**config.mk**
```make
export PLATFORM = sky130hd
export DESIGN_NAME = mem_arbiter_flat
export DESIGN_NICKNAME = d
export VERILOG_FILES = /design/src/rtl/mem_arbiter_if.sv /design/src/rtl/mem_arbiter.sv /design/src/flat_wrapper.sv
export SDC_FILE = /design/constraint.sdc
export NUM_CORES = 1
export LEC_CHECK = 0
export ABC_AREA = 1
export BUFFER_PORTS_ARGS = -buffer_cell sky130_fd_sc_hd__clkbuf_2
export CAP_MARGIN = 20
export CORE_MARGIN = 10
export CORE_UTILIZATION = 35
export CTS_CLUSTER_SIZE = 24
export DETAILED_ROUTE_END_ITERATION = 6
export HOLD_SLACK_MARGIN = 0.08
export MAX_ROUTING_LAYER = met4
export PLACE_DENSITY_LB_ADDON = 0.12
export SLEW_MARGIN = 40
export SYNTH_ARGS = -nofsm -noshare
export SYNTH_HDL_FRONTEND = slang
export SYNTH_SLANG_ARGS = --single-unit
```
**constraint.sdc**
```tcl
create_clock -name clk -period 1.44 [get_ports clk]
set_input_delay 0.072 -clock clk [delete_from_list [all_inputs] [get_ports clk]]
set_output_delay 0.072 -clock clk [all_outputs]
set_load 0.05 [all_outputs]
```
**src/rtl/mem_arbiter_if.sv**
```systemverilog
// Request/response and memory-side bus of the two-master memory arbiter.
// A request is accepted in the cycle where reqN_valid and reqN_ready are both high. The master must hold
// we/addr/wdata stable while valid waits for ready. rspN_valid is a one-cycle completion pulse and carries rspN_rdata.
interface mem_arbiter_if #(
    parameter int ADDR_W = 8,
    parameter int DATA_W = 16
);
    logic              req0_valid;
    logic              req0_we;
    logic [ADDR_W-1:0] req0_addr;
    logic [DATA_W-1:0] req0_wdata;
    logic              req0_ready;
    logic              rsp0_valid;
    logic [DATA_W-1:0] rsp0_rdata;

    logic              req1_valid;
    logic              req1_we;
    logic [ADDR_W-1:0] req1_addr;
    logic [DATA_W-1:0] req1_wdata;
    logic              req1_ready;
    logic              rsp1_valid;
    logic [DATA_W-1:0] rsp1_rdata;

    logic [ADDR_W-1:0] mem_address;
    logic [DATA_W-1:0] mem_data_in;
    logic              mem_write_enable;
    logic              mem_read_enable;
    logic [DATA_W-1:0] mem_data_out;

    modport slave (
        input  req0_valid, req0_we, req0_addr, req0_wdata,
        input  req1_valid, req1_we, req1_addr, req1_wdata,
        input  mem_data_out,
        output req0_ready, rsp0_valid, rsp0_rdata,
        output req1_ready, rsp1_valid, rsp1_rdata,
        output mem_address, mem_data_in, mem_write_enable, mem_read_enable
    );

    modport master (
        output req0_valid, req0_we, req0_addr, req0_wdata,
        output req1_valid, req1_we, req1_addr, req1_wdata,
        output mem_data_out,
        input  req0_ready, rsp0_valid, rsp0_rdata,
        input  req1_ready, rsp1_valid, rsp1_rdata,
        input  mem_address, mem_data_in, mem_write_enable, mem_read_enable
    );
endinterface

```
**src/rtl/mem_arbiter.sv**
```systemverilog
// Round-robin arbiter/sequencer giving two masters one-at-a-time access to a single-port memory.
// state_dbg exposes the FSM: 0=IDLE, 1=ACCESS, 2=WAIT, 3=RESP.
module mem_arbiter #(
    parameter int ADDR_W = 8,
    parameter int DATA_W = 16,
    parameter int RD_LAT = 1
) (
    input  logic         clk,
    input  logic         rst_n,
    mem_arbiter_if.slave bus,
    output logic         busy,
    output logic [1:0]   state_dbg
);
    localparam int CNT_W = (RD_LAT > 1) ? $clog2(RD_LAT) : 1;
    localparam logic [CNT_W-1:0] WAIT_LOAD = CNT_W'(RD_LAT - 1);

    typedef enum logic [1:0] {
        IDLE   = 2'd0,
        ACCESS = 2'd1,
        WAIT   = 2'd2,
        RESP   = 2'd3
    } state_t;

    state_t            state;
    state_t            state_nx;
    logic              rr_ptr;
    logic              lat_we;
    logic              lat_id;
    logic [ADDR_W-1:0] lat_addr;
    logic [DATA_W-1:0] lat_wdata;
    logic [CNT_W-1:0]  wait_cnt;
    logic [DATA_W-1:0] rdata0;
    logic [DATA_W-1:0] rdata1;

    logic [1:0]        req_valid;
    logic              winner;
    logic              grant;
    logic [1:0]        ready;
    logic [1:0]        rsp_valid;
    logic              mem_we;
    logic              mem_re;

    // With both masters requesting, rr_ptr picks; otherwise the lone requester wins.
    assign req_valid = {bus.req1_valid, bus.req0_valid};
    assign winner    = (&req_valid) ? rr_ptr : req_valid[1];
    assign grant     = (state == IDLE) && (|req_valid);

    always_ff @(posedge clk) begin
        if (!rst_n) begin
            state <= IDLE;
        end else begin
            state <= state_nx;
        end
    end

    always_comb begin
        state_nx  = state;
        ready     = 2'b00;
        rsp_valid = 2'b00;
        mem_we    = 1'b0;
        mem_re    = 1'b0;
        case (state)
            IDLE: begin
                if (grant && rst_n) begin
                    ready    = winner ? 2'b10 : 2'b01;
                    state_nx = ACCESS;
                end
            end
            ACCESS: begin
                mem_we   = lat_we;
                mem_re   = ~lat_we;
                state_nx = lat_we ? RESP : WAIT;
            end
            WAIT: begin
                if (wait_cnt == '0) begin
                    state_nx = RESP;
                end
            end
            RESP: begin
                rsp_valid = lat_id ? 2'b10 : 2'b01;
                state_nx  = IDLE;
            end
            default: state_nx = IDLE;
        endcase
    end

    always_ff @(posedge clk) begin
        if (!rst_n) begin
            rr_ptr    <= 1'b0;
            lat_we    <= 1'b0;
            lat_id    <= 1'b0;
            lat_addr  <= '0;
            lat_wdata <= '0;
        end else if (grant) begin
            rr_ptr    <= ~winner;
            lat_id    <= winner;
            lat_we    <= winner ? bus.req1_we    : bus.req0_we;
            lat_addr  <= winner ? bus.req1_addr  : bus.req0_addr;
            lat_wdata <= winner ? bus.req1_wdata : bus.req0_wdata;
        end
    end

    always_ff @(posedge clk) begin
        if (!rst_n) begin
            wait_cnt <= '0;
        end else if (state == ACCESS && !lat_we) begin
            wait_cnt <= WAIT_LOAD;
        end else if (state == WAIT && wait_cnt != '0) begin
            wait_cnt <= wait_cnt - 1'b1;
        end
    end

    // Writes clear the response data so RESP returns 0; reads capture memory at the end of WAIT.
    always_ff @(posedge clk) begin
        if (!rst_n) begin
            rdata0 <= '0;
            rdata1 <= '0;
        end else if (state == ACCESS && lat_we) begin
            if (lat_id) rdata1 <= '0;
            else        rdata0 <= '0;
        end else if (state == WAIT && wait_cnt == '0) begin
            if (lat_id) rdata1 <= bus.mem_data_out;
            else        rdata0 <= bus.mem_data_out;
        end
    end

    assign bus.req0_ready       = ready[0];
    assign bus.req1_ready       = ready[1];
    assign bus.rsp0_valid       = rsp_valid[0];
    assign bus.rsp1_valid       = rsp_valid[1];
    assign bus.rsp0_rdata       = rdata0;
    assign bus.rsp1_rdata       = rdata1;
    assign bus.mem_address      = lat_addr;
    assign bus.mem_data_in      = lat_wdata;
    assign bus.mem_write_enable = mem_we;
    assign bus.mem_read_enable  = mem_re;
    assign busy                 = (state != IDLE);
    assign state_dbg            = state;
endmodule
```
**src/flat_wrapper.sv**
```systemverilog
// flat-port wrapper written by rule: the top's interface ports become plain ports
module mem_arbiter_flat 
#(
    parameter int ADDR_W = 8,
    parameter int DATA_W = 16,
    parameter int RD_LAT = 1
)
  (clk, rst_n, busy, state_dbg, bus_req0_valid, bus_req0_we, bus_req0_addr, bus_req0_wdata, bus_req1_valid, bus_req1_we, bus_req1_addr, bus_req1_wdata, bus_mem_data_out, bus_req0_ready, bus_rsp0_valid, bus_rsp0_rdata, bus_req1_ready, bus_rsp1_valid, bus_rsp1_rdata, bus_mem_address, bus_mem_data_in, bus_mem_write_enable, bus_mem_read_enable);
  mem_arbiter_if #(.ADDR_W(ADDR_W), .DATA_W(DATA_W)) bus_i ();
  input  logic clk;
  input  logic rst_n;
  output logic busy;
  output logic [1:0] state_dbg;
  input wire logic [$bits(bus_i.req0_valid)-1:0] bus_req0_valid;
  input wire logic [$bits(bus_i.req0_we)-1:0] bus_req0_we;
  input wire logic [$bits(bus_i.req0_addr)-1:0] bus_req0_addr;
  input wire logic [$bits(bus_i.req0_wdata)-1:0] bus_req0_wdata;
  input wire logic [$bits(bus_i.req1_valid)-1:0] bus_req1_valid;
  input wire logic [$bits(bus_i.req1_we)-1:0] bus_req1_we;
  input wire logic [$bits(bus_i.req1_addr)-1:0] bus_req1_addr;
  input wire logic [$bits(bus_i.req1_wdata)-1:0] bus_req1_wdata;
  input wire logic [$bits(bus_i.mem_data_out)-1:0] bus_mem_data_out;
  output wire logic [$bits(bus_i.req0_ready)-1:0] bus_req0_ready;
  output wire logic [$bits(bus_i.rsp0_valid)-1:0] bus_rsp0_valid;
  output wire logic [$bits(bus_i.rsp0_rdata)-1:0] bus_rsp0_rdata;
  output wire logic [$bits(bus_i.req1_ready)-1:0] bus_req1_ready;
  output wire logic [$bits(bus_i.rsp1_valid)-1:0] bus_rsp1_valid;
  output wire logic [$bits(bus_i.rsp1_rdata)-1:0] bus_rsp1_rdata;
  output wire logic [$bits(bus_i.mem_address)-1:0] bus_mem_address;
  output wire logic [$bits(bus_i.mem_data_in)-1:0] bus_mem_data_in;
  output wire logic [$bits(bus_i.mem_write_enable)-1:0] bus_mem_write_enable;
  output wire logic [$bits(bus_i.mem_read_enable)-1:0] bus_mem_read_enable;
  assign bus_i.req0_valid = bus_req0_valid;
  assign bus_i.req0_we = bus_req0_we;
  assign bus_i.req0_addr = bus_req0_addr;
  assign bus_i.req0_wdata = bus_req0_wdata;
  assign bus_i.req1_valid = bus_req1_valid;
  assign bus_i.req1_we = bus_req1_we;
  assign bus_i.req1_addr = bus_req1_addr;
  assign bus_i.req1_wdata = bus_req1_wdata;
  assign bus_i.mem_data_out = bus_mem_data_out;
  assign bus_req0_ready = bus_i.req0_ready;
  assign bus_rsp0_valid = bus_i.rsp0_valid;
  assign bus_rsp0_rdata = bus_i.rsp0_rdata;
  assign bus_req1_ready = bus_i.req1_ready;
  assign bus_rsp1_valid = bus_i.rsp1_valid;
  assign bus_rsp1_rdata = bus_i.rsp1_rdata;
  assign bus_mem_address = bus_i.mem_address;
  assign bus_mem_data_in = bus_i.mem_data_in;
  assign bus_mem_write_enable = bus_i.mem_write_enable;
  assign bus_mem_read_enable = bus_i.mem_read_enable;
  mem_arbiter #(.ADDR_W(ADDR_W), .DATA_W(DATA_W), .RD_LAT(RD_LAT)) u_core (.clk(clk), .rst_n(rst_n), .bus(bus_i), .busy(busy), .state_dbg(state_dbg));
endmodule
```
Word-level counts from Yosys, hierarchy flattened
Cells that the tools add are included.

Register bits after elaboration: 62. Latch bits: 0. RAM bits: 0. Memory bits (read-only): 0. Input port bits: 70. Output and inout bits: 65. Logic and storage cells: 59. Memories kept: 0.

Add/subtract/negate cells: 1. Multiply operators: 0. Divide/modulo/power cells: 0. Order comparisons: 0. Equality and inequality tests: 5. Shift operators: 0. Multiplexer cells: 23. Bitwise gates (word level): 5. Reductions and logical operators: 16.

Operator list (number): $mux W16 (9); $mux W2 (7); $mux W8 (1); $pmux W2 S4 (1); $reduce_and A2 Y1 (4); $logic_and A1 B1 Y1 (6); $mux W1 (5); $not A1 Y1 (5); $eq A2 B2 Y1 const B (2); $ne A2 B2 Y1 const B (2); $reduce_bool A2 Y1 (2); $reduce_or A2 Y1 (2); $eq A2 B1 Y1 const B (1); $logic_not A2 Y1 (1); $logic_not A1 Y1 (1); $sub A1 B1 Y1 const B (1).

Depth between registers and ports, before layout
Gate-level depths: netlist of the first run.

Word-level depth: 5. Depth in mapped cells: 9. Gate-level depth less buffers: 8.

Least setup slack after synthesis of the first run
Ideal clock, no wire load.

Path kind: register to register. Start point: register u_core.state[0] (netlist: u_core.state_dbg[0]). End point: register u_core.rdata1[10] (netlist: u_core.bus.rsp1_rdata[10]). Arrival: 2.114 ns. Required time: 1.323 ns. Setup slack: -0.791 ns. Stages on the path, launching flop included: 8. Buffers on the path: 1. Cell sequence: dfxtp_1 -> ha_1 -> nand2_1 -> clkinv_1 -> buf_1 -> nor2_1 -> o21ai_0 -> nor2_1.

Longest elaborated chain between the ends: 4. Elaborated cells between the ends (all ways): 7. Classes of those cells: eq/ne: 2; mux: 1; reduce/logical: 4.

Ends and longest elaborated chain: start, declared (line mem_arbiter.sv:24) `state_t state;`; start signal, assigned (line mem_arbiter.sv:52) `state <= state_nx;`; $eq A2 B2 Y1 / $eq A2 B1 Y1 (equally long branches) (line mem_arbiter.sv:121, mem_arbiter.sv:118); $logic_and A1 B1 Y1, on equally long branches (line mem_arbiter.sv:121, mem_arbiter.sv:118); $reduce_bool A2 Y1 (no source line); $reduce_and A2 Y1 (no source line); end signal, assigned (line mem_arbiter.sv:122) `if (lat_id) rdata1 <= bus.mem_data_out;`; end, declared (line mem_arbiter.sv:33) `logic [DATA_W-1:0] rdata1;`.

Several ways; a longest one is shown, not always the timed one. A chain may end at the register's enable or synchronous reset.

Final worst setup path of the first run
Start point: register u_core.state[0] (netlist: u_core.state_dbg[0]). End point: output bus_req0_ready.

Longest elaborated chain between the ends: 5.

Ends and longest elaborated chain: $logic_not A2 Y1 * (line mem_arbiter.sv:46, mem_arbiter.sv:62); $logic_and A1 B1 Y1 (line mem_arbiter.sv:46) `assign grant = (state == IDLE) && (|req_valid);`; $logic_and A1 B1 Y1 (line mem_arbiter.sv:64) `if (grant && rst_n) begin`; $mux W2 (line mem_arbiter.sv:64); $mux W2 * (line mem_arbiter.sv:62) `case (state)`; end, declared (line flat_wrapper.sv:23) `output wire logic [$bits(bus_i.req0_ready)-1:0] bus_req0_ready;`.

Mark *: on every way between the ends. The rest lies on a longest branch, timed or not.

==> summary.txt, run 1 <==
Clock network
  • Clock buffer depth: 2
  • Root buf cell: clkbuf_8
  • CTS tree: done
  • H-tree levels: 3
  • Reg clk slew, reported paths: around 0.07 ns
  • Clock sink total: between 60 and 70
  • Clk_lat worst skew: 0.34 ns
  • Num CTS Buffers: 9

Routing
  • Met2 wire length: between 4000 and 5000 µm
  • Via Count: roughly 3300
  • Remaining DRCs: 0
  • Routed WL: around 10000 µm
  • Mean routed wirelength per cell: 14.3 µm
  • Initial DRC count: 91
  • Post-detailed-route count of antenna-violating nets: 0
  • M1 wire length: around 4300 µm
  • Met3 WL post-DR: about 840 µm
  • Drt first pass iters: 4
  • Top routing layer in use: met4
  • Detail-routed via count per cell: around 4.6

STA
  • Crit share post-route: 103%
  • Final setup vio count: 2
  • Rel. slew slack: 79.5%
  • Layout Skew: approximately 0.0092 ns
  • RSZ-0062 raised after global routing: yes
  • Fmax: 671 MHz
  • Final worst slack: -0.0496 ns
  • Final Hold Viols: 0
  • Tightest Pin Transition: between 0.3 and 0.4 ns
  • Total negative slack: -0.0771 ns
  • Fin. max-slew vios: 0
  • Final Critical Period: between 1 and 1.5 ns

Cells and area
  • Final Util: approximately three fifths
  • Net count reported at finish: between 600 and 700
  • Area occupied by multi-input gates: 0.00143 mm²
  • Layout cell share with drive strength beyond 1: around a third
  • Layout fillers: approximately 730
  • Storage cell area: around 0.0013 mm²
  • Antenna diode count: 0
  • Area grow syn2layout: 67.2%

Die
  • Row count: 32
  • Starting density of the core: between 30% and 40%
  • Die Y: 109 µm
  • Io pins: 135
  • Die W: about 110 µm
  • Area of the die: between 0.01 and 0.015 mm²
  • Core area: roughly 0.0077 mm²

Setup path
  • Crit path required time: roughly 1.4 ns
  • R2R setup slack: -0.03 ns
  • Slowest cell on the critical path: dfxtp_4
  • Launch point of the worst reg-to-reg path: u_core.state_dbg[0]$_SDFFE_PN0P_
  • FF-to-FF path depth: 9
  • Crit-path cells: inv_4 > ha_4 > inv_4 > nor2_4 > nand2_4 > nor2_4 > buf_12
  • CP max stage delay: about 0.36 ns
  • Worst-path fanout max: 4
  • FF-to-FF End: u_core.bus.rsp0_rdata[8]$_SDFFE_PN0P_
  • CP Launch Type: flop
  • CP Class: flop to primary output
  • Crit. End Element: primary output
  • Critical path arrival: ~1.4 ns

Synthesis
  • Syn Inst Count: roughly 410
  • Cell area after synthesis: about 0.0028 mm²
  • Synth top area cells: dfxtp_1 (45%), nand2_1 (15%), nor2_1 (10%), nand3_1 (5.1%), inv_1 (4.6%)
  • Syn Area/Cell: slightly below 7 µm²
  • Yosys warns: 0
  • Post-synth top area share: between 40% and 50%
  • Synth Register Bits: between 60 and 70
  • Mapped Nets: around 480
  • Sequential share of the synthesized area: 45.0%
  • Synth cell types: 23
  • Synth area leader: dfxtp_1

Place
  • Port Buffers: ~130
  • GP Congestion: roughly 0.8
  • DPL Wire Length: approximately 7100 µm

Worst hold path
  • Worst hold path class: primary input to flop
  • Worst hold path depth: 5
  • Hold Startpoint: bus_req1_wdata[14]
  • Hold Crit Endpoint: u_core.bus.mem_data_in[14]$_SDFFE_PN0P_

Pwr
  • Pwr dens: 1900 mW/mm²
  • Sequential share of power: ~28%
  • Sw frac: between 50% and 60%
  • Internal power: 4.36 mW
  • Psw: 4.42 mW
  • Leakage power: 2.36 nW
  • Max VDD drop: 0.000955 V
  • Logic pwr share: around 57%
  • Clock power frac: roughly 14%

GRT
  • First-pass GRT wire length: between 15000 and 20000 µm
  • Initial antenna violation count: 0
  • Pin count of the biggest net entering global routing: 24
  • Number of global-route vias before repair: roughly 3400
  • Gr usage total: approximately 18%
  • Total gr overflow: 0

Run status
  • Failing checks: setup timing
  • Outcome: complete, but fails checks

Job
  • Max cap viols: 0
stage by stage:
step / hold WS (ns) / area (µm²) / setup slack [ns] / total power, mW / std cells
floorplan: 0.182 / 2850 / -0.0766 / 5.70 / 408
global placement: 0.267 / 3730 / 0.0607 / 6.95 / 643
detailed placement: 0.274 / 3730 / -0.0167 / 6.99 / 643
CTS: 0.0878 / 4460 / -0.115 / 8.54 / 712
global route: 0.103 / 4610 / -0.131 / 9.36 / 717
finish: 0.0908 / 4610 / -0.0496 / 8.78 / 717
layer usage:
layer	up-vias	track usage, %
li1	1711	-
met1	1481	19.8
met2	121	29.1
met3	16	6.02
met4	0	5.18
met5	-	-
critical path: cells and delay by family (launching register included):
kind / cells / cell delay, ns
adder cells (fa/ha/maj): 1 / 0.14
buffers and inverters: 3 / 0.27
flip-flops: 1 / 0.36
AND/OR/NAND/NOR: 3 / 0.30
kinds of logic (layout without fill, tap and decap cells):
group / count (synthesis) / count (layout) / share of synthesized area, %
adder cells (fa/ha/maj): 4 / 4 / 1.81
AO/OA/AOI/OAI: 54 / 54 / 10.2
flip-flops: 62 / 62 / 45.0
buffers and inverters: 57 / 263 / 8.12
AND/OR/NAND/NOR: 231 / 232 / 34.9
synth_stat cells (all sizes together):
| master | count |
|---|---|
| clkbuf | 11 |
| nand4 | 11 |
| nand2 | 114 |
| nand3 | 28 |
| nor2 | 76 |
| clkinv | 2 |
| a21oi | 20 |
| buf | 9 |
| a21boi | 1 |
| o22ai | 1 |
| o21bai | 1 |
| ha | 4 |
| nor3 | 2 |
| dfxtp | 62 |
| o21ai | 31 |
| inv | 35 |
placed cells by master, fill, tap and decap left out, types with 2 or more instances in the layout:
| cell | Yosys | layout |
|---|---|---|
| a21oi_2 | 0 | 3 |
| clkinv_2 | 0 | 4 |
| nand4_1 | 11 | 11 |
| o21ai_1 | 8 | 21 |
| buf_6 | 0 | 6 |
| nand2_1 | 110 | 104 |
| nand2_4 | 0 | 4 |
| dfxtp_4 | 0 | 3 |
| buf_12 | 0 | 5 |
| nand2_2 | 4 | 4 |
| buf_4 | 1 | 21 |
| nand2_8 | 0 | 3 |
| clkbuf_2 | 0 | 128 |
| nor2_1 | 74 | 71 |
| clkbuf_8 | 0 | 10 |
| o21ai_0 | 23 | 8 |
| inv_4 | 0 | 3 |
| o21ai_2 | 0 | 2 |
| nand3_1 | 28 | 28 |
| nor2_2 | 0 | 2 |
| dfxtp_1 | 62 | 59 |
| inv_1 | 34 | 31 |
| dlygate4sd3_1 | 0 | 49 |
| inv_8 | 0 | 2 |
| a21oi_1 | 20 | 17 |
| nor2_4 | 2 | 3 |
| ha_2 | 0 | 2 |
power groups by stage:
stage | sequential [mW] | combinational [mW] | clock, mW
final | 2.48 | 5.03 | 1.27
after global routing | 2.54 | 5.43 | 1.39
after CTS | 2.46 | 4.78 | 1.30
after detailed placement | 2.48 | 4.51 | 0
after global placement | 2.47 | 4.49 | 0
after floorplan | 3.88 | 1.82 | 0
how the worst max path moves through the flow:
stage,to,from,slack (ns)
global placement,u_core.bus.rsp0_rdata[6]$_SDFFE_PN0P_,u_core.state_dbg[0]$_SDFFE_PN0P_,0.06
global route,bus_req0_ready,u_core.state_dbg[0]$_SDFFE_PN0P_,-0.13
CTS,bus_req0_ready,u_core.state_dbg[0]$_SDFFE_PN0P_,-0.11
finish,bus_req0_ready,u_core.state_dbg[0]$_SDFFE_PN0P_,-0.05
floorplan,u_core.bus.mem_address[3]$_SDFFE_PN0P_,u_core.state_dbg[0]$_SDFFE_PN0P_,-0.08
detailed placement,u_core.bus.rsp1_rdata[8]$_SDFFE_PN0P_,u_core.state_dbg[1]$_SDFFE_PN0P_,-0.02
layout make-up:
| cell class | count | area share (%) |
|---|---|---|
| clock buffer | 10 | 2.77 |
| clock inverter | 5 | 0.597 |
| inverter | 37 | 3.50 |
| multi-input combinational | 290 | 31.0 |
| sequential | 62 | 27.2 |
| tap | 102 | 2.77 |
| timing repair buffer | 211 | 32.2 |
state kept, by name, summed over array words and instances, names as in the netlist:
| signal | flops |
|---|---|
| u_core.bus.mem_data_in | 16 |
| u_core.bus.rsp0_rdata | 16 |
| u_core.bus.rsp1_rdata | 16 |
| u_core.bus.mem_address | 8 |
| u_core.state_dbg | 2 |
| u_core.lat_id | 1 |
| u_core.lat_we | 1 |
| u_core.rr_ptr | 1 |
| u_core.wait_cnt | 1 |
repair_timing:
action / 4_1_cts / 5_1_grt
hold endpoints to repair: 28 / 0
pin swaps: 3 / 5
buffers inserted: 5 / 5
resized for setup: 15 / 42
cloned: 0 / 1
setup endpoints to repair: 10 / 56
hold buffers: 49 / 0
Note: power is estimated with default switching activity, not from simulation.
==> run 2, diff against run 1 <==
Settings changed: CORE_UTILIZATION 35 to 41.
==> summary.txt, run 2 (same netlist as run 1, synthesis figures left out) <==
STA
  • RSZ-0062 raised after global routing: yes
  • Fin Hold WS: 0.0902 ns
  • Crit share post-route: 108%
  • Tightest Pin Transition: ~0.43 ns
  • Final worst slack: -0.113 ns
  • Fin. max-slew vios: 0
  • Final setup vio count: 4
  • Fmax: around 640 MHz
  • Total negative slack: -0.382 ns
  • Rel. slew slack: a little under three quarters
  • Final Critical Period: about 1.6 ns
  • Final Hold Viols: 0
  • Layout Skew: just under 0.008 ns

Worst hold path
  • Worst hold path depth: 5
  • Worst hold path class: primary input to flop
  • Hold Startpoint: bus_req1_wdata[0]
  • Hold Crit Endpoint: u_core.bus.mem_data_in[0]$_SDFFE_PN0P_

Routing
  • Drt first pass iters: 4
  • Post-detailed-route count of antenna-violating nets: 0
  • Initial DRC count: 131
  • Mean routed wirelength per cell: around 15 µm
  • Routed WL: just over 10000 µm
  • Via Count: around 3500
  • Detail-routed via count per cell: about 5.0
  • Remaining DRCs: 0

Setup path
  • CP max stage delay: approximately 0.36 ns
  • Crit. End Element: primary output
  • Critical path buffer and inverter count: 5
  • Critical Path Most Common Cell: buf_6
  • Crit path required time: between 1 and 1.5 ns
  • Worst-path fanout max: 4
  • CP Launch Type: flop
  • R2R setup slack: 0 ns
  • FF-to-FF path depth: 9
  • CP top delay family: buffers and inverters
  • Critical path arrival: around 1.5 ns
  • Crit-path cells: buf_4 > buf_6 > buf_6 > ha_4 > inv_1 > nor2_2 > buf_8
  • CP Class: flop to primary output
  • FF-to-FF End: u_core.bus.rsp0_rdata[6]$_SDFFE_PN0P_
  • Slowest cell on the critical path: dfxtp_4
  • Launch point of the worst reg-to-reg path: u_core.state_dbg[1]$_SDFFE_PN0P_

GRT
  • First-pass GRT wire length: 15900 µm
  • Initial antenna violation count: 0
  • Total gr overflow: 0
  • Gr usage total: between 10% and 20%
  • Number of global-route vias before repair: ~3400
  • Pin count of the biggest net entering global routing: 47

Die
  • Row count: 29
  • Core area: 0.00646 mm²
  • Area of the die: 0.0104 mm²
  • Io pins: ~140
  • Die Y: about 100 µm
  • Starting density of the core: 42.7%
  • Die W: ~100 µm

Place
  • DPL Wire Length: 6500 µm
  • Port Buffers: roughly 130
  • Area after DPL: ~0.0037 mm²
  • GP Congestion: between 0.8 and 0.9
  • Pre-CTS setup slack: 0.0143 ns

Clock network
  • Root buf cell: clkbuf_8
  • Reg clk slew, reported paths: roughly 0.07 ns
  • Clk_lat worst skew: 0.34 ns
  • Clock buffer depth: 2
  • H-tree levels: 3
  • Num CTS Buffers: 9
  • CTS tree: done
  • Clock sink total: 62

Cells and area
  • Final Cell Area: 0.00476 mm²
  • Area grow syn2layout: 72.7%
  • Net count reported at finish: roughly 690
  • Layout cell share with drive strength beyond 1: 37.4%
  • Commonest cells after routing, fill and taps aside: clkbuf_2 (126), nand2_1 (105), dfxtp_1 (59), nor2_1 (55), dlygate4sd3_1 (47)
  • Antenna diode count: 0
  • Commonest non-fill, non-tap cell in the layout: clkbuf_2

Pwr
  • Total power: 9.28 mW
  • Leakage power: 2.41 nW
  • Pwr dens: 1950 mW/mm²
  • Max VDD drop: 0.00124 V

Run status
  • Failing checks: setup timing
  • Outcome: complete, but fails checks

Job
  • Max cap viols: 0
## run 2: worst max-delay path by stage
stage | endpoint | startpoint | cells after the start
finish | bus_rsp0_valid | u_core.state_dbg[1]$_SDFFE_PN0P_ | 7
global route | bus_rsp0_valid | u_core.state_dbg[1]$_SDFFE_PN0P_ | 7
CTS | bus_req0_ready | u_core.state_dbg[1]$_SDFFE_PN0P_ | 8
detailed placement | u_core.bus.rsp1_rdata[12]$_SDFFE_PN0P_ | u_core.state_dbg[1]$_SDFFE_PN0P_ | 7
global placement | u_core.bus.rsp1_rdata[3]$_SDFFE_PN0P_ | u_core.state_dbg[1]$_SDFFE_PN0P_ | 7
floorplan | u_core.bus.mem_address[3]$_SDFFE_PN0P_ | u_core.state_dbg[0]$_SDFFE_PN0P_ | 9
## run 2: final cells by class
| type | count | area (µm²) |
|---|---|---|
| fill | 484 | 1700 |
| inverter | 37 | 159 |
| multi-input combinational | 290 | 1520 |
| timing repair buffer | 213 | 1570 |
| clock inverter | 4 | 22.5 |
| tap | 77 | 96.3 |
| clock buffer | 12 | 145 |
| sequential | 62 | 1250 |
## run 2: through the flow
step / util (%) / cells
final: 73.7 / 695
after global routing: 73.7 / 695
after floorplan: - / 408
after CTS: 69.1 / 686
after detailed placement: 56.9 / 615
after global placement: 56.9 / 615
## run 2: repair_timing
| action | in CTS | in global routing |
|---|---|---|
| hold buffers | 47 | 0 |
| setup buffers | 8 | 7 |
| hold endpoints to repair | 28 | 0 |
| pin swaps | 3 | 12 |
| gates resized for setup | 18 | 74 |
| gates cloned | 0 | 2 |
| endpoints found under the setup margin | 6 | 66 |
## run 2: worst reg2reg max path: cells and delay by family, from the launching register on
kind | cells | cell delay, ns
flip-flops | 1 | 0.35
adder cells (fa/ha/maj) | 1 | 0.16
AO/OA/AOI/OAI | 1 | 0.13
AND/OR/NAND/NOR | 4 | 0.34
buffers and inverters | 3 | 0.40
## run 2: per-layer routing
layer	wire, µm	GRT usage [%]
met5	0	-
met1	4150	21.6
met2	5270	33.1
met3	787	4.72
met4	181	6.72
## run 2: power by group
part / switching, mW / total, mW / leakage (nW) / internal (mW)
Clock: 0.688 / 1.35 / 0.0861 / 0.664
Sequential: 0.291 / 2.47 / 0.509 / 2.18
Combinational: 3.60 / 5.46 / 1.82 / 1.86
Total: 4.58 / 9.28 / 2.41 / 4.71
==> run 3, diff against run 2 <==
Settings changed: BUFFER_PORTS_ARGS -buffer_cell sky130_fd_sc_hd__clkbuf_2 to -buffer_cell sky130_fd_sc_hd__buf_4, PLACE_DENSITY_LB_ADDON 0.12 to 0.25.
==> summary.txt, run 3 (same netlist as run 1, synthesis figures left out) <==
Run status
  • Outcome: complete, but fails checks
  • Failing checks: DRC, setup timing

Pwr
  • Max VDD drop: roughly 0.0011 V
  • Leakage power: about 2.4 nW
  • Pwr dens: 1920 mW/mm²

Clock network
  • Num CTS Buffers: 9
  • Clock buffer depth: 2
  • Reg clk slew, reported paths: around 0.070 ns
  • Root buf cell: clkbuf_8
  • CTS tree: done
  • Clk_lat worst skew: about 0.33 ns
  • Clock sink total: 62
  • H-tree levels: 3

Die
  • Row count: 29
  • Core area: between 0.006 and 0.007 mm²
  • Die W: 102 µm
  • Die Y: ~100 µm
  • Area of the die: between 0.01 and 0.015 mm²
  • Io pins: ~140
  • Starting density of the core: ~43%

Routing
  • Mean routed wirelength per cell: 16.0 µm
  • Drt first pass iters: 7
  • Via Count: roughly 3500
  • Detail-routed via count per cell: around 5.1
  • Initial DRC count: 157
  • Remaining DRCs: 1
  • Routed WL: approximately 11000 µm
  • Post-detailed-route count of antenna-violating nets: 0

GRT
  • First-pass GRT wire length: 16700 µm
  • Pin count of the biggest net entering global routing: 35
  • Total gr overflow: 0
  • Initial antenna violation count: 0
  • Number of global-route vias before repair: around 3500
  • Gr usage total: about 20%

STA
  • Final worst slack: -0.0540 ns
  • Final Critical Period: between 1 and 1.5 ns
  • Fin. max-slew vios: 0
  • Rel. slew slack: between 70% and 80%
  • RSZ-0062 raised after global routing: yes
  • Crit share post-route: 104%
  • Final Hold Viols: 0
  • Fmax: 669 MHz
  • Tightest Pin Transition: ~0.36 ns
  • Final setup vio count: 5
  • Total negative slack: -0.139 ns
  • Layout Skew: a little over 0.005 ns

Job
  • Max cap viols: 0

Cells and area
  • Antenna diode count: 0
  • Layout fillers: 480
  • Commonest cells after routing, fill and taps aside: buf_4 (153), nand2_1 (107), nor2_1 (68), dfxtp_1 (60), dlygate4sd3_1 (40)
  • Commonest non-fill, non-tap cell in the layout: buf_4
  • Final Util: between 70 and 80%
  • Net count reported at finish: slightly below 700
  • Layout cell share with drive strength beyond 1: between 30% and 40%
  • Area grow syn2layout: 69.9%

Worst hold path
  • Worst hold path class: primary input to flop

Setup path
  • Critical path buffer and inverter count: 3
  • Slowest cell on the critical path: dfxtp_4
  • CP top delay family: flip-flops
  • Critical path arrival: 1.42 ns
  • CP Class: flop to primary output
  • Crit. End Element: primary output
  • Crit-path cells: inv_4 > ha_4 > inv_4 > nor2_4 > nand2_4 > nor2_4 > buf_8
  • CP max stage delay: ~0.36 ns
  • Crit path required time: between 1 and 1.5 ns
  • Worst-path fanout max: 4
  • CP Launch Type: flop

Place
  • DPL Wire Length: between 6000 and 7000 µm
  • GP Congestion: around 0.83
  • Port Buffers: 134
  • Pre-CTS setup slack: between 0.001 and 0.0015 ns
## run 3: timing repair
action                                  in CTS  in global routing
endpoints found under the setup margin       8                 57
cloned                                       0                  1
gates resized for setup                      8                 23
endpoints found under the hold margin       22                  0
pin swaps                                    2                  1
setup buffers                                5                  1
hold buffers                                40                  0
## run 3: worst reg2reg max path: stages (launching register included)
cell,delay (ns)
dfxtp_4,0.36
inv_4,0.06
ha_4,0.14
inv_4,0.05
nor2_4,0.10
nand2_4,0.07
nor2_4,0.14
buf_4,0.20
buf_4,0.15
nand2_1,0.06
nand2_1,0.07
## run 3: layout make-up
cell class / count / area (µm²) / area share (%)
inverters: 37 / 156 / 3.34
flip-flops and latches: 62 / 1250 / 26.6
multi-input cells: 289 / 1390 / 29.7
clock buffers: 14 / 163 / 3.47
repair buffers: 200 / 1630 / 34.7
well taps: 77 / 96.3 / 2.06
clock inverters: 1 / 5.00 / 0.107
## run 3: power breakdown
part / total, mW / internal, mW / switching [mW]
sequential: 2.45 / 2.18 / 0.271
clock: 1.35 / 0.710 / 0.644
combinational: 5.18 / 1.72 / 3.46
total: 8.98 / 4.60 / 4.38
## run 3: per-stage QoR
step | instance area (µm²) | hold WS, ns | std cells | power [mW]
after floorplan | 2850 | 0.182 | 408 | 5.70
after global placement | 3980 | 0.267 | 618 | 7.17
after detailed placement | 3980 | 0.270 | 618 | 7.23
after CTS | 4610 | 0.0853 | 678 | 8.77
after global routing | 4690 | 0.119 | 680 | 9.45
final | 4690 | 0.0989 | 680 | 8.98
## run 3: worst paths after layout
kind,startpoint,endpoint,slack [ns],depth (start not counted)
max,u_core.state_dbg[0]$_SDFFE_PN0P_,bus_req0_ready,-0.05,7
min,bus_req1_wdata[4],u_core.bus.mem_data_in[4]$_SDFFE_PN0P_,0.1,5
max reg2reg,u_core.state_dbg[0]$_SDFFE_PN0P_,u_core.bus.mem_data_in[7]$_SDFFE_PN0P_,-0.02,10
min reg2reg,u_core.bus.rsp0_rdata[3]$_SDFFE_PN0P_,u_core.bus.rsp0_rdata[3]$_SDFFE_PN0P_,0.46,2
## run 3: per-layer routing
metal  track usage (%)  part of all wire (%)  vias to the layer above
li1                  -                     -                     1667
met1              22.5                    40                     1582
met2              34.2                    48                      190
met3              6.48                    11                       23
met4              6.94                   1.7                        0
met5                 -                     0                        -
